## src/rtl/mem_access_monitor.sv

```systemverilog
// mem_access_monitor
//   Transparent Avalon-MM monitor that sits between the CPU (s_*) and the
//   memory delay-injection stage (m_*). It counts reads and writes and
//   measures per-transaction latency as the CPU sees it: the number of cycles
//   the request is asserted, including the completion cycle. Software reads
//   the results through a small CSR slave.
//
//   Ports
//     clk, reset            clock; asynchronous active-high reset
//     s_*                   CPU-side slave; forwarded to m_* with no added latency
//     m_*                   master toward the delay stage
//     csr_address/read/write/writedata/readdata
//                           register slave; readdata is registered and is
//                           valid the cycle after csr_read
//     irq                   present only when MEM_MON_IRQ_EN is defined
//
//   Register map (word index)
//     0 CTRL     [0] enable rw, [1] clear (write 1, reads 0), [2] irq_en rw
//     1 RD_CNT   2 WR_CNT   3 WAIT_SUM   4 MAX_LAT   5 LAST_LAT   (read-only)
//     6 THRESH   rw, LAT_W bits; 0 disables the over-threshold check
//     7 STATUS   [0] over (sticky, write 1 to clear), [1] busy (read-only)
//
//   Build option: define MEM_MON_IRQ_EN to add the irq port and CTRL[2].
//   Without it, CTRL[2] reads 0 and ignores writes.
//
//   CNT_W sets the width of RD_CNT, WR_CNT and WAIT_SUM. Its default of 32
//   fills the CSR word. All counters saturate at all-ones.
module mem_access_monitor #(
    parameter int ADDR_W = 23,
    parameter int DATA_W = 32,
    parameter int LAT_W  = 16,
    parameter int CNT_W  = 32
) (
    input  logic              clk,
    input  logic              reset,
    input  logic [ADDR_W-1:0] s_address,
    input  logic [3:0]        s_byteenable,
    input  logic              s_chipselect,
    input  logic              s_clken,
    input  logic              s_read,
    input  logic              s_write,
    input  logic [DATA_W-1:0] s_writedata,
    output logic [DATA_W-1:0] s_readdata,
    output logic              s_waitrequest,
    output logic [ADDR_W-1:0] m_address,
    output logic [3:0]        m_byteenable,
    output logic              m_chipselect,
    output logic              m_clken,
    output logic              m_read,
    output logic              m_write,
    output logic [DATA_W-1:0] m_writedata,
    input  logic [DATA_W-1:0] m_readdata,
    input  logic              m_waitrequest,
    input  logic [2:0]        csr_address,
    input  logic              csr_read,
    input  logic              csr_write,
    input  logic [31:0]       csr_writedata,
    output logic [31:0]       csr_readdata
`ifdef MEM_MON_IRQ_EN
    ,
    output logic              irq
`endif
);

    // Pass-through. This path is purely combinational and never gated.
    assign m_address     = s_address;
    assign m_byteenable  = s_byteenable;
    assign m_chipselect  = s_chipselect;
    assign m_clken       = s_clken;
    assign m_read        = s_read;
    assign m_write       = s_write;
    assign m_writedata   = s_writedata;
    assign s_readdata    = m_readdata;
    assign s_waitrequest = m_waitrequest;

    typedef enum logic {IDLE, ACTIVE} state_t;

    localparam int SW = LAT_W + CNT_W + 1;

    state_t             state, state_n;
    logic [LAT_W-1:0]   lat, lat_n;
    logic               rec, rec_n;      // enable latched at the start of the transaction
    logic               typ, typ_n;      // 1 = read
    logic               do_rec, rec_rd;
    logic [LAT_W-1:0]   rec_lat;

    logic               enable;
    logic [LAT_W-1:0]   thresh;
    logic               over, over_n;
    logic [CNT_W-1:0]   rd_cnt, wr_cnt, wait_sum;
    logic [LAT_W-1:0]   max_lat, last_lat;
    logic [SW-1:0]      ws_tmp;
    logic [CNT_W-1:0]   ws_sat;
    logic               irq_en_rd;
    logic [31:0]        rdata;

    wire req  = s_read | s_write;
    wire done = req & ~m_waitrequest;

    wire wr_ctrl   = csr_write && csr_address == 3'd0;
    wire wr_thresh = csr_write && csr_address == 3'd6;
    wire wr_status = csr_write && csr_address == 3'd7;
    wire clear     = wr_ctrl && csr_writedata[1];
    wire unused_wd = ^csr_writedata;

    function automatic logic [LAT_W-1:0] lat_inc(input logic [LAT_W-1:0] v);
        return (&v) ? v : v + 1'b1;
    endfunction

    function automatic logic [CNT_W-1:0] cnt_inc(input logic [CNT_W-1:0] v);
        return (&v) ? v : v + 1'b1;
    endfunction

    // Transaction tracker and record decision
    always_comb begin
        state_n = state;
        lat_n   = lat;
        rec_n   = rec;
        typ_n   = typ;
        do_rec  = 1'b0;
        rec_lat = lat;
        rec_rd  = typ;
        case (state)
            IDLE: begin
                if (req) begin
                    if (done) begin
                        // Zero-wait transaction: recorded in the same cycle.
                        do_rec  = enable;
                        rec_lat = LAT_W'(1);
                        rec_rd  = s_read;
                    end else begin
                        state_n = ACTIVE;
                        lat_n   = LAT_W'(1);
                        rec_n   = enable;
                        typ_n   = s_read;
                    end
                end
            end
            ACTIVE: begin
                if (!req) begin
                    // The master dropped its request mid-stall. The
                    // transaction is discarded.
                    state_n = IDLE;
                end else if (done) begin
                    do_rec  = rec;
                    rec_lat = lat_inc(lat);
                    state_n = IDLE;
                end else begin
                    lat_n = lat_inc(lat);
                end
            end
            default: state_n = IDLE;
        endcase
    end

    // Saturating accumulation of wait cycles (lat-1), computed wide enough
    // that the sum cannot wrap before the saturation check.
    always_comb begin
        ws_tmp = SW'(wait_sum) + SW'(rec_lat - 1'b1);
        ws_sat = (ws_tmp > SW'({CNT_W{1'b1}})) ? {CNT_W{1'b1}} : ws_tmp[CNT_W-1:0];
    end

    // A new over-event beats a same-cycle write-1-to-clear. A clear beats both.
    wire over_evt = do_rec && (thresh != '0) && (rec_lat > thresh);
    always_comb begin
        over_n = over;
        if (wr_status && csr_writedata[0]) over_n = 1'b0;
        if (over_evt)                      over_n = 1'b1;
        if (clear)                         over_n = 1'b0;
    end

    always_ff @(posedge clk or posedge reset) begin
        if (reset) begin
            state    <= IDLE;
            lat      <= '0;
            rec      <= 1'b0;
            typ      <= 1'b0;
            enable   <= 1'b0;
            thresh   <= '0;
            over     <= 1'b0;
            rd_cnt   <= '0;
            wr_cnt   <= '0;
            wait_sum <= '0;
            max_lat  <= '0;
            last_lat <= '0;
        end else begin
            state <= state_n;
            lat   <= lat_n;
            rec   <= rec_n;
            typ   <= typ_n;
            over  <= over_n;
            if (wr_ctrl)   enable <= csr_writedata[0];
            if (wr_thresh) thresh <= csr_writedata[LAT_W-1:0];
            if (clear) begin
                rd_cnt   <= '0;
                wr_cnt   <= '0;
                wait_sum <= '0;
                max_lat  <= '0;
                last_lat <= '0;
            end else if (do_rec) begin
                if (rec_rd) rd_cnt <= cnt_inc(rd_cnt);
                else        wr_cnt <= cnt_inc(wr_cnt);
                wait_sum <= ws_sat;
                last_lat <= rec_lat;
                if (rec_lat > max_lat) max_lat <= rec_lat;
            end
        end
    end

`ifdef MEM_MON_IRQ_EN
    logic irq_en;
    wire  irq_en_n = wr_ctrl ? csr_writedata[2] : irq_en;
    always_ff @(posedge clk or posedge reset) begin
        if (reset) begin
            irq_en <= 1'b0;
            irq    <= 1'b0;
        end else begin
            irq_en <= irq_en_n;
            // Built from next-state values so that a w1c of over drops irq
            // on the following cycle.
            irq    <= irq_en_n & over_n;
        end
    end
    assign irq_en_rd = irq_en;
`else
    assign irq_en_rd = 1'b0;
`endif

    always_comb begin
        rdata = '0;
        case (csr_address)
            3'd0: rdata = {29'd0, irq_en_rd, 1'b0, enable};
            3'd1: rdata = 32'(rd_cnt);
            3'd2: rdata = 32'(wr_cnt);
            3'd3: rdata = 32'(wait_sum);
            3'd4: rdata = 32'(max_lat);
            3'd5: rdata = 32'(last_lat);
            3'd6: rdata = 32'(thresh);
            3'd7: rdata = {30'd0, state == ACTIVE, over};
            default: rdata = '0;
        endcase
    end

    always_ff @(posedge clk or posedge reset) begin
        if (reset)         csr_readdata <= '0;
        else if (csr_read) csr_readdata <= rdata;
    end

endmodule
```

## config.mk

```make
export PLATFORM = sky130hd
export DESIGN_NAME = mem_access_monitor
export DESIGN_NICKNAME = d
export VERILOG_FILES = /design/src/rtl/mem_access_monitor.sv
export SDC_FILE = /design/constraint.sdc
export NUM_CORES = 1
export LEC_CHECK = 0
export BUFFER_PORTS_ARGS = -buffer_cell sky130_fd_sc_hd__clkbuf_2
export CAP_MARGIN = 20
export CORE_MARGIN = 2
export CORE_UTILIZATION = 45
export CTS_CLUSTER_DIAMETER = 60
export DETAILED_ROUTE_END_ITERATION = 8
export MAX_ROUTING_LAYER = met4
export PLACE_DENSITY_LB_ADDON = 0.3
export SKIP_LAST_GASP = 1
export SLEW_MARGIN = 30
export SYNTH_ARGS = -nofsm -noshare
export SYNTH_HDL_FRONTEND = slang
export SYNTH_SLANG_ARGS = --single-unit
```

## constraint.sdc

```tcl
create_clock -name clk -period 18.71 [get_ports clk]
set_input_delay 5.613 -clock clk [delete_from_list [all_inputs] [get_ports clk]]
set_output_delay 5.613 -clock clk [all_outputs]
set_load 0.01 [all_outputs]
```

Word-level counts from Yosys, hierarchy flattened

Cells that the tools add are included.

Add/subtract/negate cells: 5
$lt $le $gt $ge: 3
Eq/ne operators: 14
Mux-type cells: 41
Bitwise logic cells: 5
Reduce and logical (&&, ||, !) cells: 21

Operators by type and width:

| kind                    | count |
|---|---|
| $mux W32                | 11 |
| $pmux W32 S8            | 1 |
| $mux W16                | 14 |
| $add A32 B1 Y32 const B | 2 |
| $pmux W16 S2            | 2 |
| $reduce_and A32 Y1      | 2 |
| $gt A49 B32 Y1 const B  | 1 |
| $add A33 B17 Y34        | 1 |
| $gt A16 B16 Y1          | 2 |
| $sub A16 B1 Y17 const B | 1 |
| $add A16 B1 Y16 const B | 1 |
| $reduce_and A16 Y1      | 1 |
| $reduce_bool A16 Y1     | 1 |
| $eq A3 B3 Y1 const B    | 4 |
| $mux W1                 | 12 |
| $ne A2 B2 Y1 const B    | 5 |
| $reduce_and A3 Y1       | 3 |
| $logic_and A1 B1 Y1     | 7 |
| $eq A3 B2 Y1 const B    | 2 |
| $reduce_bool A2 Y1      | 3 |
| $ne A2 B1 Y1 const B    | 2 |
| $reduce_and A4 Y1       | 1 |
| $eq A3 B1 Y1 const B    | 1 |
| $logic_not A3 Y1        | 1 |
| other kinds (6)         | 8 |

Register bits after elaboration: 197
Bits of input ports: 135
Output and inout port bits: 128
Word-level logic and storage cells: 102

Depth between registers and ports, before layout

Gate-level depths: netlist of run 1.

Depth in word-level cells: 11
Mapped depth: 25
Mapped depth without buffers: 22

Least setup slack after synthesis of run 1

Ideal clock, no wire load.

Path kind: input to output
Start point: in s_address[0]
End point: out m_address[0]
Data arrival time: 5.732 ns
Data required time: 13.097 ns
Slack: 7.365 ns
Cell stages on the path: 1
Buffers on the path: 1
Cell sequence: buf_4

RTL lines:

| what        | line | text |
|---|---|---|
| from (decl) | 36   | `input logic [ADDR_W-1:0] s_address,` |
| to (decl)   | 45   | `output logic [ADDR_W-1:0] m_address,` |

No word-level cell between the ends.

Final worst setup path of run 1

Start point: in m_waitrequest
End point: reg wait_sum[1]

Word-level cells in the longest chain between the ends: 11
Elaborated cells between the ends (all ways): 19
Those cells by class: add/sub (2); order compare (1); mux (13); bitwise (2); reduce/logical (1)

Ends and longest elaborated chain:

| what                        | line     | text |
|---|---|---|
| from (decl)                 | 53       | `input logic m_waitrequest,` |
| $not A1 Y1 (*)              | 98       | `wire done = req & ~m_waitrequest;` |
| $and A1 B1 Y1 (*)           | 98       |  |
| $mux W16 (on tied branches) | 144, 126 |  |
| $mux W16 (on tied branches) | 140, 125 |  |
| $pmux W16 S2                | 123      | `case (state)` |
| $sub A16 B1 Y17             | 159      | `ws_tmp = SW'(wait_sum) + SW'(rec_lat - 1'b1);` |
| $add A33 B17 Y34            | 159      |  |
| $gt A49 B32 Y1              | 160      | `ws_sat = (ws_tmp > SW'({CNT_W{1'b1}})) ? {CNT_W{1'b1}} : ws_tmp[CNT_W-1:0];` |
| $mux W32                    | 160      |  |
| $mux W32                    | 200      | `end else if (do_rec) begin` |
| $mux W32                    | 194      | `if (clear) begin` |
| to (signal assigned)        | 203      | `wait_sum <= ws_sat;` |
| to (decl)                   | 90       | `logic [CNT_W-1:0] rd_cnt, wr_cnt, wait_sum;` |

Every way passes the cells marked *; elsewhere a longest branch is shown, timed or not. The select of a mux whose other input is x is not followed.
A chain may end at the register's enable or synchronous reset.

==> metrics.md, run 1 <==
| Metric | Value |
|---|---|
| Status | completed |
| Crit Path Max Fanout | 19 |
| I/O Pins | 263 |
| Final WL | 37.66 mm |
| Final hold slack | about 0.51 ns |
| GRT overflow | 0 |
| Vias in the first global route | 10.84k |
| Pwr/cell area | roughly 110 nW/um^2 |
| Syn Inst Count | 1588 |
| Startpoint types | input pin |
| Utilization after layout | 0.4739 |
| Initial Util | 0.4588 |
| Worst-path clk slew | about 0.07 ns |
| DP HPWL | 26.47 mm |
| Initial antenna violation count | 0 |
| First-pass GRT wire length | 60.75 mm |
| Max Cap Viol | 0 |
| Met2 Usage GRT | 0.3602 |
| CTS Sinks | between 150 and 200 |
| Core area | 30670 sq um |
| Vias | 11.55k |
| Seq/Total Area, Yosys | 0.3504 |
| Layout cells sized above 1 | 0.1449 |
| DRC violations left | 0 |
| Met3 GRT Util | 0.03971 |
| Critical path's top delay family | compound AO/OA/AOI/OAI gates |
| Critical path required time | 18.99 ns |
| Max Clock Skew | between 0.008 and 0.009 ns |
| Routability cong. | 0.9203 |
| Drt first pass iters | 7 |
| Synth Area per Inst | ~9 sq um |
| Ys Warns | 0 |
| Crit Path Category | in -> reg |
| Most area-hungry cell type in the Yosys netlist | dfrtp_1 |
| Hold Buf Count CTS | 0 |
| GR Util met1 | 0.3312 |
| Async SR Flop Fraction | 1.000 |
| Final Hold Fails | 0 |
| Static leakage | 6.299 nW |
| DR iter-0 viols | 1101 |
| Root Driver | clkbuf_16 |
| CP peak stage delay | 0.83 ns |
| GR peak layer | met2 |
| Yosys reg bits | 197 |
| Mapped Nets | 1790 |
| Slew Viols, Final | 0 |
| # rows | 64 |
| Worst r2r path cells | 22 |
| Post-synth EDFFs | 0 |
| GRT Util Overall | 0.2378 |
| Number of buffers and inverters on the critical path | 3 |
| Most frequent cells in the layout | dfrtp_1 (197), nor2_1 (140), nand2_1 (116) |
| Die Wd | 180.8 um |
| Fin nets | 1707 |
| Area share of the largest cell type after synthesis | 0.3504 |
| Largest net degree at the start of global routing | 142 |
| Worst slew margin | 0.3998 |
| Fin crit share | 0.6237 |
| Period minus WS final | approximately 12 ns |
| # setup viols final | 0 |
| Port bufs | 60 |
| Maximum vdd drop | a little over 50 uV |
| Most common cell after layout, fill and taps aside | dfrtp_1 |
| H-Tree Depth | 4 |
| Tot Pwr | about 1.7 mW |
| CTS max path bufs | 2 |
| Post_cts resized | 0 |
| Area Growth Syn to Fin | 3.299% |
| FILL cells | 2916 |
| Data arrival, critical path | 11.95 ns |
| TritonCTS Buffers | 17 |
| Synth top area cells | dfrtp_1 (35%), ha_1 (5.9%), buf_4 (5.2%) |
| Yosys cell types | 91 |
| Primary FF master, synth | dfrtp_1 |
| Hold crit path type | reg -> reg |
| CP endpoint kind | flop |
| Routed wire per std cell | 19.67 um |
| CP max-delay cell | a2111oi_0 |
| Finished Layout Cells | around 1.9k |
| Vias per cell | ~6 |
| CTS tree | yes |
| Chip height | 180.8 um |
| Clk_lat worst skew | 0.45 ns |
| Hold path depth | 1 |
| Post-Syn Area | 14070 sq um |
| Post-CTS Repair Setup Buffers | 0 |
| Routed Antenna Nets | 0 |
| CP Depth | 21 |
| Antenna diodes | 0 |
| Setup_tns | 0 ns |
| Slew @ Worst Pin | between 0.8 and 0.9 ns |
| Placed Instances | about 1.9k |
| Fmax | 85.70 MHz |
| Die area | 32700 sq um |
| Critical Path, Cell by Cell | clkbuf_2 -> o21ba_2 -> o31ai_1 -> a32oi_1 -> inv_1 -> nor3_1 -> nand3b_1 -> nor3_1 -> nand3b_1 -> xnor2_1 -> ha_1 -> o21ai_0 -> a2111oi_0 -> and4_1 -> o211ai_1 -> a21oi_1 -> o221ai_1 -> a21boi_4 -> o21a_1 -> buf_4 -> a221oi_2 |
| RSZ-0062 raised after global routing | no |
## cells by family after synthesis
kind of cell | share of synthesized area
flip-flops | 0.3504
AND/OR/NAND/NOR | 0.1708
adder cells (fa/ha/maj) | 0.06083
AO/OA/AOI/OAI | 0.2028
multiplexers | 0.06118
XOR/XNOR | 0.05478
buffers and inverters | 0.09915
## through the flow
stage	setup slack, ns	area [sq um]
floorplan	7.365	14070
global placement	6.781	13900
detailed placement	6.669	13900
CTS	7.142	14520
global route	6.601	14530
finish	7.041	14530
## state kept, by name (all words and copies together) (netlist names), 16 cells and up
name and count:
rd_cnt 32, wait_sum 32, wr_cnt 32, csr_readdata 32, thresh 16, last_lat 16, max_lat 16, lat 16
## path summary, 6_finish.rpt
check / startpoint / to / slack, ns
setup / recovery: m_waitrequest / wait_sum[1] / 7.04
hold reg to reg: typ / typ / 0.51
min in group asynchronous: reset / thresh[0] / 5.25
max in group asynchronous: reset / csr_readdata[9] / 12.18
hold / removal: typ / typ / 0.51
setup reg to reg: lat[0] / wait_sum[1] / 11.43
## worst register-to-register path: stages (launching register included)
cell and delay (ns):
dfrtp_1 0.46, ha_1 0.34, nand4_1 0.25, nor2_1 0.33
nand2_1 0.19, a32oi_1 0.53, inv_1 0.21, nor3_1 0.37
nand3b_1 0.26, nor3_1 0.45, nand3b_1 0.17, xnor2_1 0.18
ha_1 0.39, o21ai_0 0.17, a2111oi_0 0.83, and4_1 0.30
o211ai_1 0.16, a21oi_1 0.24, o221ai_1 0.18, a21boi_4 0.18
o21a_1 0.41, buf_4 0.42, a221oi_2 0.11
## where the power goes
| group | internal (mW) | switching (mW) | leakage (nW) |
|---|---|---|---|
| Combinational | 0.278 | 0.376 | 3.47 |
| Sequential | 0.510 | 0.0981 | 2.54 |
| Clock | 0.222 | 0.169 | 0.292 |
## Yosys cell counts (12+ instances only)
| master | count |
|---|---|
| dfrtp_1 | 197 |
| nor2_1 | 140 |
| nand2_1 | 116 |
| buf_4 | 98 |
| a21oi_1 | 97 |
| o21ai_0 | 91 |
| inv_1 | 76 |
| ha_1 | 66 |
| clkbuf_1 | 54 |
| mux2_2 | 54 |
| nand3_1 | 50 |
| xor2_1 | 45 |
| xnor2_1 | 43 |
| nor3_1 | 32 |
| or3_1 | 24 |
| a21oi_2 | 23 |
| mux2i_1 | 23 |
| nand4_1 | 23 |
| o22ai_1 | 23 |
| a22oi_1 | 18 |
| a211oi_1 | 16 |
| a221oi_1 | 16 |
| and4_1 | 15 |
| o21a_1 | 13 |
| a31oi_1 | 12 |
| and2_1 | 12 |
## area by class of cell
cell class	instances	area, sq um	area share
Timing Repair Buffer	76	420.4	0.02893
Inverter	79	309.0	0.02126
Multi-Input combinational cell	1134	7761	0.5340
Clock inverter	11	147.6	0.01016
Clock buffer	21	470.5	0.03237
Tap cell	396	495.5	0.03409
Sequential cell	197	4930	0.3392
## layer usage
| layer | part of all wire | vias to the layer above |
|---|---|---|
| li1 | - | 5462 |
| met2 | 0.45 | 373 |
| met3 | 0.068 | 51 |
| met1 | 0.46 | 5666 |
| met4 | 0.017 | 0 |
| met5 | 0 | - |
Power figures use the tool's default switching activity.
==> run 2: changes to the inputs <==
==> constraint.sdc (replaced) <==
create_clock -name clk -period 11 [get_ports clk]
set_input_delay 3.3 -clock clk [delete_from_list [all_inputs] [get_ports clk]]
set_output_delay 3.3 -clock clk [all_outputs]
set_load 0.01 [all_outputs]
==> metrics.md, run 2 (synthesized netlist as in run 1, its figures left out) <==
| Metric | Value |
|---|---|
| Crit Path Category | in -> reg (unchanged) |
| Maximum vdd drop | 96.55 uV (was 51.93 uV) |
| TritonCTS Buffers | 17 (unchanged) |
| Static leakage | 6.321 nW (was 6.299 nW) |
| Period minus WS final | a little over 9 ns |
| Setup_tns | 0 ns (unchanged) |
| Worst-path clk slew | 0.08 ns (was 0.07 ns) |
| Max Cap Viol | 0 (unchanged) |
| Final WL | 37.86 mm (was 37.66 mm) |
| CP endpoint kind | flop (unchanged) |
| CTS Sinks | 197 (unchanged) |
| Area Growth Syn to Fin | 3.602% (was 3.299%) |
| DR iter-0 viols | 1124 (was 1101) |
| Crit Path Max Fanout | 19 (unchanged) |
| Critical Path, Cell by Cell | clkbuf_2 -> o21ba_2 -> nand2_1 -> a211oi_1 -> a21oi_1 -> inv_1 -> ha_1 -> o21ai_0 -> or4_4 -> and4bb_4 -> ha_1 -> a21oi_1 -> o211ai_1 -> a211o_1 -> a221oi_1 -> a211oi_1 -> or3_1 -> a2111oi_2 -> o21a_1 -> buf_12 -> a221oi_2 (was clkbuf_2 -> o21ba_2 -> o31ai_1 -> a32oi_1 -> inv_1 -> nor3_1 -> nand3b_1 -> nor3_1 -> nand3b_1 -> xnor2_1 -> ha_1 -> o21ai_0 -> a2111oi_0 -> and4_1 -> o211ai_1 -> a21oi_1 -> o221ai_1 -> a21boi_4 -> o21a_1 -> buf_4 -> a221oi_2) |
| Data arrival, critical path | 9.53 ns (was 11.95 ns) |
| Vias | 11.56k (was 11.55k) |
| Met3 GRT Util | 0.03971 (unchanged) |
| Layout cells sized above 1 | 0.1461 (was 0.1449) |
| Port bufs | 60 (unchanged) |
| Routed Antenna Nets | 0 (unchanged) |
| Slew Viols, Final | 0 (unchanged) |
| GR Util met1 | 0.3376 (was 0.3312) |
| Clock power frac | 0.240 (was 0.236) |
| CP max-delay cell | o21a_1 (was a2111oi_0) |
| Final Hold Fails | 0 (unchanged) |
| Clk_lat worst skew | 0.45 ns (about the same) |
| Most common cell after layout, fill and taps aside | dfrtp_1 (unchanged) |
| Initial Util | 0.4588 (unchanged) |
| Hold crit path type | reg -> reg (unchanged) |
| Switching portion of total power | 0.3923 (was 0.3891) |
| Hold Buf Count CTS | 0 (unchanged) |
| # rows | 64 (unchanged) |
| Status | completed (unchanged) |
| Critical path's top delay family | compound AO/OA/AOI/OAI gates (unchanged) |
| RSZ-0062 raised after global routing | no (unchanged) |
| Number of buffers and inverters on the critical path | 3 (unchanged) |
| Fmax | ~110 MHz |
| Worst slew margin | 0.3916 (was 0.3998) |
| DP HPWL | 26.69 mm (was 26.47 mm) |
| Root Driver | clkbuf_16 (unchanged) |
| Met2 Usage GRT | 0.3483 (was 0.3602) |
| Slew @ Worst Pin | 0.9111 ns (was 0.8962 ns) |
| Fin crit share | 0.8404 |
| GRT Util Overall | 0.2407 (was 0.2378) |
| I/O Pins | 263 (unchanged) |
| CTS tree | yes (unchanged) |
| Chip height | 180.8 um (unchanged) |
| Vias per cell | 6.034 (was 6.036) |
| GRT overflow | 0 (unchanged) |
| Flop pwr share | 0.365 (was 0.368) |
| Die area | 32700 sq um (unchanged) |
| First-pass GRT wire length | 61.17 mm (was 60.75 mm) |
| Area after detailed placement | 13920 sq um (was 13900 sq um) |
| Design area | 14580 sq um (was 14530 sq um) |
| Most frequent cells in the layout | dfrtp_1 (197), nor2_1 (140), nand2_1 (116) (unchanged) |
| Initial antenna violation count | 0 (unchanged) |
| GR peak layer | met2 (unchanged) |
| FILL cells | 2882 (was 2916) |
| NetSw | 1.113 mW (was 643.1 uW) |
| Startpoint types | input pin (unchanged) |
| Drt first pass iters | 5 (was 7) |
| Fin nets | 1708 (was 1707) |
| CP peak stage delay | 0.59 ns (was 0.83 ns) |
| Pwr/cell area | 194.5 nW/um^2 (was 113.7 nW/um^2) |
| H-Tree Depth | 4 (unchanged) |
| Max Clock Skew | 0.01254 ns (was 0.008945 ns) |
| P_int | 1.723 mW (was 1.010 mW) |
| Core area | 30670 sq um (unchanged) |
| Vias in the first global route | 11.03k (was 10.84k) |
| Comb pwr share | 0.395 (was 0.396) |
| CTS max path bufs | 2 (unchanged) |
| DRC violations left | 0 (unchanged) |
| Die Wd | 180.8 um (unchanged) |
| Largest net degree at the start of global routing | 130 (was 142) |
| Post_cts resized | 0 (unchanged) |
| # setup viols final | 0 (unchanged) |
| Antenna diodes | 0 (unchanged) |
| Routability cong. | 0.9316 (was 0.9203) |
| Post-CTS Repair Setup Buffers | 0 (unchanged) |
| Critical path required time | 11.29 ns (was 18.99 ns) |
| Routed wire per std cell | 19.77 um (was 19.67 um) |
[run 2: worst paths after layout]
| kind | startpoint | slack, ns | endpoint | depth (start not counted) |
|---|---|---|---|---|
| min | csr_readdata[5] | 0.51 | csr_readdata[5] | 1 |
| min in group asynchronous | reset | 2.96 | thresh[6] | 2 |
| max in group asynchronous | reset | 6.90 | rd_cnt[10] | 3 |
| min reg2reg | csr_readdata[5] | 0.51 | csr_readdata[5] | 1 |
| max | m_waitrequest | 1.76 | wait_sum[1] | 21 |
| max reg2reg | lat[0] | 3.89 | wait_sum[1] | 22 |
[run 2: per-layer routing]
metal / vias to the layer above / share of wire
met1: 5635 / 0.47
met4: 0 / 0.028
met3: 70 / 0.058
met2: 379 / 0.44
met5: - / 0
li1: 5471 / -
[run 2: worst register-to-register path, stage by stage, from the launching register on]
cell       delay, ns
dfrtp_1         0.46
ha_1            0.32
nand4_1         0.23
nor2_1          0.31
nand2_1         0.21
a32oi_1         0.50
inv_1           0.19
nor3_1          0.34
nand3b_1        0.26
nor3_1          0.47
nand3b_1        0.16
xnor2_1         0.18
ha_1            0.40
o21ai_0         0.17
a2111oi_0       0.80
and4_1          0.29
o211ai_1        0.14
a21oi_1         0.24
o221ai_1        0.19
a21boi_4        0.18
o21a_1          0.57
buf_12          0.26
a221oi_2        0.08
[run 2: final cells by class]
class / count / area [sq um] / share of cell area
inverter: 79 / 309.0 / 0.02120
tap: 396 / 495.5 / 0.03399
sequential: 197 / 4930 / 0.3382
timing repair buffer: 77 / 444.2 / 0.03047
clock inverter: 12 / 165.2 / 0.01133
multi-input combinational: 1134 / 7766 / 0.5328
clock buffer: 20 / 466.7 / 0.03202
[run 2: power groups by stage]
stage	Sequential, mW	Clock, mW	Combinational, mW
final	1.03	0.681	1.12
after global routing	1.05	0.721	1.25
after CTS	1.03	0.692	1.11
after detailed placement	1.04	0	1.10
after global placement	1.04	0	1.08
after floorplan	0.971	0	0.920
[run 2: stage by stage]
stage	util	hold WS (ns)	cells	worst slack (ns)	power [mW]
floorplan	-	0.4667	1588	2.331	1.891
global placement	0.4539	0.4853	1883	1.424	2.115
detailed placement	0.4539	0.4958	1883	1.354	2.144
CTS	0.4745	0.5137	1915	1.824	2.831
global route	0.4753	0.5274	1915	1.175	3.019
finish	0.4753	0.5106	1915	1.755	2.836
